`config.mk`:
```
export PLATFORM = sky130hd
export DESIGN_NAME = led_pulse_stretcher
export DESIGN_NICKNAME = d
export VERILOG_FILES = /design/src/rtl/led_pulse_stretcher_pkg.sv /design/src/rtl/led_pulse_stretcher.sv
export SDC_FILE = /design/constraint.sdc
export NUM_CORES = 1
export LEC_CHECK = 0
export BUFFER_PORTS_ARGS = -buffer_cell sky130_fd_sc_hd__buf_2
export CELL_PAD_IN_SITES_DETAIL_PLACEMENT = 0
export CELL_PAD_IN_SITES_GLOBAL_PLACEMENT = 1
export CORE_AREA = 2 2 62 64
export CTS_BUF_LIST = sky130_fd_sc_hd__clkbuf_8
export CTS_CLUSTER_SIZE = 14
export DETAILED_ROUTE_END_ITERATION = 8
export DIE_AREA = 0 0 64 66
export PLACE_DENSITY_LB_ADDON = 0.1
export SLEW_MARGIN = 20
export SYNTH_ARGS = -nofsm -noshare
export SYNTH_HDL_FRONTEND = slang
export SYNTH_SLANG_ARGS = --single-unit
```
`constraint.sdc`:
```
create_clock -name clk -period 4 [get_ports clk]
set_input_delay 0.6 -clock clk [delete_from_list [all_inputs] [get_ports clk]]
set_output_delay 0.6 -clock clk [all_outputs]
set_load 0.02 [all_outputs]
```
`src/rtl/led_pulse_stretcher_pkg.sv`:
```
// Shared front-panel package: blink FSM state encoding and default timing.
package led_pulse_stretcher_pkg;

    typedef enum logic [1:0] {
        ST_IDLE = 2'd0,
        ST_ON   = 2'd1,
        ST_GAP  = 2'd2
    } led_state_e;

    // 50 ms on / 50 ms off at 100 MHz.
    localparam int unsigned LED_ON_CYCLES_DEF  = 5_000_000;
    localparam int unsigned LED_GAP_CYCLES_DEF = 5_000_000;
    localparam int unsigned LED_CNT_W_DEF      = 23;
    localparam int unsigned LED_PEND_W_DEF     = 4;

endpackage

```
`src/rtl/led_pulse_stretcher.sv`:
```
// Stretches one-cycle event strobes into visible LED blinks. Every blink is
// an ON period followed by a mandatory GAP. Events that arrive during a blink
// are queued in a saturating pending counter. Events lost to saturation
// produce a one-cycle drop pulse.
module led_pulse_stretcher
    import led_pulse_stretcher_pkg::*;
#(
    parameter int unsigned ON_CYCLES  = LED_ON_CYCLES_DEF,
    parameter int unsigned GAP_CYCLES = LED_GAP_CYCLES_DEF,
    parameter int unsigned CNT_W      = LED_CNT_W_DEF,
    parameter int unsigned PEND_W     = LED_PEND_W_DEF
) (
    input  logic              clk,
    input  logic              rst,
    input  logic              event_in,
    output logic              led,
    output logic              busy,
    output logic [PEND_W-1:0] pending,
    output logic              drop
);

    localparam logic [CNT_W-1:0]  ON_LOAD  = CNT_W'(ON_CYCLES);
    localparam logic [CNT_W-1:0]  GAP_LOAD = CNT_W'(GAP_CYCLES);
    localparam logic [CNT_W-1:0]  CNT_ONE  = CNT_W'(1);
    localparam logic [PEND_W-1:0] PEND_MAX = '1;
    localparam logic [PEND_W-1:0] PEND_ONE = PEND_W'(1);

    led_state_e        state_q, state_d;
    logic [CNT_W-1:0]  timer_q, timer_d;
    logic [PEND_W-1:0] pend_q,  pend_d;
    logic              drop_q,  drop_d;
    logic              led_q,   busy_q;
    logic              terminal;

    // A timer of 0 inside ON/GAP is unreachable, but it is treated as
    // terminal so the counter can never wrap.
    assign terminal = (timer_q <= CNT_ONE);

    // Next-state, timer, pending-queue and drop logic.
    always_comb begin
        state_d = state_q;
        timer_d = timer_q;
        pend_d  = pend_q;
        drop_d  = 1'b0;
        unique case (state_q)
            ST_IDLE: begin
                timer_d = '0;
                if (event_in) begin
                    state_d = ST_ON;
                    timer_d = ON_LOAD;
                end
            end
            ST_ON: begin
                if (terminal) begin
                    state_d = ST_GAP;
                    timer_d = GAP_LOAD;
                end else begin
                    timer_d = timer_q - CNT_ONE;
                end
                if (event_in) begin
                    if (pend_q == PEND_MAX) drop_d = 1'b1;
                    else                    pend_d = pend_q + PEND_ONE;
                end
            end
            ST_GAP: begin
                if (terminal) begin
                    // eff = pending + event_in; eff-1 reduces to pending when
                    // the event is consumed here, else pending-1. The event
                    // is never dropped on this cycle.
                    if (event_in || (pend_q != '0)) begin
                        state_d = ST_ON;
                        timer_d = ON_LOAD;
                        pend_d  = event_in ? pend_q : (pend_q - PEND_ONE);
                    end else begin
                        state_d = ST_IDLE;
                        timer_d = '0;
                    end
                end else begin
                    timer_d = timer_q - CNT_ONE;
                    if (event_in) begin
                        if (pend_q == PEND_MAX) drop_d = 1'b1;
                        else                    pend_d = pend_q + PEND_ONE;
                    end
                end
            end
            default: begin
                state_d = ST_IDLE;
                timer_d = '0;
                pend_d  = '0;
            end
        endcase
    end

    // State and registered outputs; reset overrides any event in the same cycle.
    always_ff @(posedge clk) begin
        if (rst) begin
            state_q <= ST_IDLE;
            timer_q <= '0;
            pend_q  <= '0;
            drop_q  <= 1'b0;
            led_q   <= 1'b0;
            busy_q  <= 1'b0;
        end else begin
            state_q <= state_d;
            timer_q <= timer_d;
            pend_q  <= pend_d;
            drop_q  <= drop_d;
            led_q   <= (state_d == ST_ON);
            busy_q  <= (state_d != ST_IDLE);
        end
    end

    assign led     = led_q;
    assign busy    = busy_q;
    assign pending = pend_q;
    assign drop    = drop_q;

endmodule

```
## Word-level counts from Yosys, hierarchy flattened

Cells that the tools add are included.

- Bits in registers: 32
- Bits of input ports: 3
- Logic and storage cells: 42

- Add/subtract/negate cells: 3
- Magnitude comparators: 1
- Equality and inequality tests: 6
- Multiplexer cells: 20
- Bitwise operators: 1
- Reduce and logical (&&, ||, !) cells: 5

Operators by type and width:

| kind | number |
|---|---|
| $mux W23 | 4 |
| $pmux W23 S3 | 1 |
| $le A23 B1 Y1 const B | 1 |
| $sub A23 B1 Y23 const B | 1 |
| $mux W4 | 5 |
| $pmux W4 S3 | 1 |
| $mux W2 | 3 |
| $ne A3 B3 Y1 const B | 2 |
| $pmux W2 S3 | 1 |
| $add A4 B1 Y4 const B | 1 |
| $eq A2 B1 Y1 const B | 2 |
| $eq A4 B4 Y1 const B | 1 |
| $mux W1 | 4 |
| $reduce_bool A4 Y1 | 1 |
| $sub A4 B1 Y4 const B | 1 |
| $reduce_and A3 Y1 | 1 |
| $eq A2 B2 Y1 const B | 1 |
| $logic_not A2 Y1 | 1 |
| $pmux W1 S2 | 1 |
| $reduce_bool A2 Y1 | 1 |
| $logic_or A1 B1 Y1 | 1 |
| $not A1 Y1 | 1 |

## Longest topological paths before layout

- Depth after elaboration: 6
- Mapped depth: 7

## Worst setup path before layout

Ideal clock, no wire load.

- Kind: in2reg
- From: input port event_in
- To: register pend_q[2] (netlist: pending[2])
- Arrival: 1.864 ns
- Slack: 2.020 ns
- Cell stages on the path: 5
- Path through: clkbuf_1 -> or4b_1 -> a21oi_1 -> a31oi_1 -> a41o_1

- Word-level cells in the longest chain between the ends: 3

RTL lines:

| item | line | text |
|---|---|---|
| start, declared | led_pulse_stretcher.sv:15 | `input logic event_in,` |
| $mux W4 / $logic_or A1 B1 Y1 (equally long branches) | - |  |
| $mux W4 / $ne A3 B3 Y1 (equally long branches) | - |  |
| $pmux W4 S3 / $reduce_and A3 Y1 (equally long branches) | - |  |
| end signal, assigned | led_pulse_stretcher.sv:106 | `pend_q <= pend_d;` |
| end, declared | led_pulse_stretcher.sv:30 | `logic [PEND_W-1:0] pend_q, pend_d;` |

Parallel ways exist; a longest one is shown, timed or not.
A chain may end at the register's enable or synchronous reset.

## Worst setup path after layout

- From: register timer_q[1]
- To: register timer_q[9]

- Word-level cells in the longest chain between the ends: 3

RTL lines:

| item | line | text |
|---|---|---|
| start, declared | led_pulse_stretcher.sv:29 | `logic [CNT_W-1:0] timer_q, timer_d;` |
| start signal, assigned | led_pulse_stretcher.sv:105 | `timer_q <= timer_d;` |
| $sub A23 B1 Y23 / $le A23 B1 Y1 (equally long branches) | led_pulse_stretcher.sv:58, led_pulse_stretcher.sv:79, led_pulse_stretcher.sv:37 |  |
| $mux W23 (on tied branches) | led_pulse_stretcher.sv:66, led_pulse_stretcher.sv:54 |  |
| $pmux W23 S3 (*) | led_pulse_stretcher.sv:45 | `unique case (state_q)` |

Every way passes the cells marked *; elsewhere a longest branch is shown, timed or not.

==> results by group <==
Floorplan
  • Die outline width: 64 um
  • Floorplan core area: 3550 um2
  • Initial Util: 48.7%
  • I/O pin cnt: 10
  • Die area: 4220 um2
  • DIE HEIGHT: 66 um
  • Rows: 22

Yosys
  • Most frequent cell after synthesis: dfxtp_1
  • Post-Syn Area: 1730 um2
  • Synth async-reset ratio: 0%
  • FF+latch count, synth: 32
  • Cell variety after synth: 42
  • Total of warnings raised by yosys: 0
  • Ys flop type: dfxtp_1
  • Cells after synthesis: 198
  • Syn Area/Cell: 8.74 um2
  • Synth top area cells: dfxtp_1 (37%), xnor2_1 (8.1%), ha_1 (6.5%)
  • Post-synth net total: 210
  • Most frequent cells after synthesis: dfxtp_1 (32), nor2_1 (25), xnor2_1 (16), a21oi_1 (15)
  • Dominant cell type by area after synthesis: dfxtp_1
  • Sequential area share after synthesis: 37.0%
  • Synth top area share: 37.0%
  • Post-synth EDFFs: 0

Route
  • First-pass iteration count of the detailed router: 4
  • Routed WL: 3700 um
  • Initial DRC Count: 86
  • DR vias: 1467
  • # DRC: 0
  • Post-route ant nets: 0
  • Vias per cell: 5.69
  • Routed len/inst: 14.3 um

Clock network
  • # Post-CTS Setup Buffers: 0
  • Register clock-pin slew on the reported worst setup and hold paths: 0.07 ns
  • H-tree depth: 2
  • Worst skew pair latency: 0.28 ns
  • Sink Count: 32
  • Hold buffers post-CTS: 0
  • Clk root buf: clkbuf_8
  • Number of gates resized after CTS: 0
  • CTS tree: yes
  • CTS max path bufs: 2
  • TritonCTS buffer count: 5

Finish
  • Ant. Diodes: 0
  • Post-synthesis to final-layout area growth: 12.1%
  • Layout Utilization: 54.6%
  • Post-route cell area: 1940 um2
  • # fillers: 335
  • Multi-input gate area: 1030 um2
  • Layout cells sized above 1: 11.4%
  • Fin nets: 221
  • Sequential cell area: 641 um2
  • Finished Layout Cells: 258

Global route
  • Initial antenna violation count: 0
  • GRT Util Overall: 19.3%
  • GR Util met1: 24.3%
  • Gr busiest metal: met2
  • Met3 GRT Util: 4.26%
  • Routing usage on met2: 31.4%
  • Gr ovfl total: 0
  • Number of global-route vias before repair: 1393
  • First-pass GRT wire length: 6220 um
  • Largest net degree at the start of global routing: 16

Flow run
  • Max cap viols: 0

Critical path
  • Worst flop-to-flop path endpoint: timer_q[9]
  • Type of destination of the critical path: register
  • Crit path DAT: 2.25 ns
  • CP Max Fanout: 7
  • Worst setup SP type: register
  • Crit path capture: timer_q[9]
  • Worst reg2reg path depth: 6
  • Worst R2R Start: timer_q[1]
  • Setup CP Type: register to register
  • Critical Path Source: timer_q[1]
  • Reg2Reg Setup Slack: 1.89 ns
  • Req. time, crit path: 4.14 ns

STA
  • Setup_tns: 0 ns
  • Slew @ Worst Pin: 0.674 ns
  • Slew margin rel.: 54.8%
  • Final setup fails: 0
  • RSZ-0062 raised after global routing: no
  • Hold Fails Final Rpt: 0
  • Final Cycle Share: 52.8%
  • Max-slew violations: 0
  • Fmax: 473 MHz
  • Fin crit period: 2.11 ns
  • Final setup skew: 0.00425 ns

Place
  • Placer congestion estimate: 0.857
  • HPWL after DPL: 2740 um
  • Port Buf Inserts: 9
  • Post-Place Cells: 250
  • DP Area: 1810 um2

Worst hold path
  • HP Class: register to register

Run status
  • Status: finished clean

Power and ir drop
  • Peak VDD IR: 333 uV
  • Lkg Pwr: 0.743 nW
  • Total power: 1.63 mW
  • Pwr/cell area: 839 nW/um2
-- kinds of logic after synthesis --
family / count (synthesis) / synth area share [%]
adder cells (fa/ha/maj): 9 / 6.51
flip-flops: 32 / 37.0
buffers and inverters: 15 / 3.47
multiplexers: 1 / 0.651
XOR/XNOR: 20 / 10.1
AND/OR/NAND/NOR: 74 / 23.8
AO/OA/AOI/OAI: 47 / 18.4
-- worst min-delay path by stage --
stage	from	endpoint	slack, ns	depth (start not counted)
final	timer_q[0]	timer_q[0]	0.48	1
after global routing	timer_q[3]	timer_q[3]	0.50	2
after CTS	timer_q[3]	timer_q[3]	0.49	2
after detailed placement	timer_q[0]	timer_q[0]	0.47	1
after global placement	timer_q[3]	timer_q[3]	0.46	2
after floorplan	timer_q[0]	timer_q[0]	0.44	1
-- layout make-up --
type	count	share of cell area [%]
Tap cell	48	3.10
Multi-Input combinational cell	151	53.1
Clock buffer	7	4.97
Sequential cell	32	33.0
Timing Repair Buffer	9	2.32
Clock inverter	1	1.55
Inverter	10	1.94
-- critical path: stages, from the launching register on --
cell and delay, ns:
dfxtp_1 0.36, inv_1 0.08, ha_1 0.23, o2111ai_1 0.49
nor2_1 0.16, a21oi_1 0.51, a31oi_1 0.14
-- layout by cell type (no fill, tap or decap), types with 2 or more instances in the layout --
cell type and count:
a21oi_1 15, a31oi_1 6, and2_1 2, buf_2 9, clkbuf_8 7, dfxtp_1 32, ha_1 9, inv_1 10
nand2_1 8, nand3_1 6, nand4_1 4, nand4b_1 3, nor2_1 25, nor3_1 10, nor4_1 5, nor4_2 2
o211ai_1 4, o21ai_0 6, o31a_1 3, o31ai_1 2, or4_1 2, xnor2_1 16, xor2_1 4
-- flip-flops by register name (all words and copies together), names as in the netlist --
signal   flops
drop         1
pending      4
state_q      2
led          1
timer_q     23
busy         1
-- per-stage QoR --
step	worst slack [ns]	hold WS, ns
after floorplan	2.02	0.441
after detailed placement	1.81	0.475
final	1.89	0.483
after CTS	1.92	0.487
after global routing	1.75	0.503
after global placement	1.95	0.459
-- per-layer routing --
layer | vias up | wire length, um
li1 | 749 | -
met3 | 8 | 129
met2 | 20 | 1660
met4 | 0 | 71
met1 | 690 | 1840
met5 | - | 0
-- report_power, final --
part	total [mW]	internal (mW)	switching [mW]	leakage [nW]
sequential	0.484	0.396	0.0875	0.262
clock	0.335	0.220	0.116	0.0645
combinational	0.809	0.326	0.482	0.416
Power figures use the tool's default switching activity.
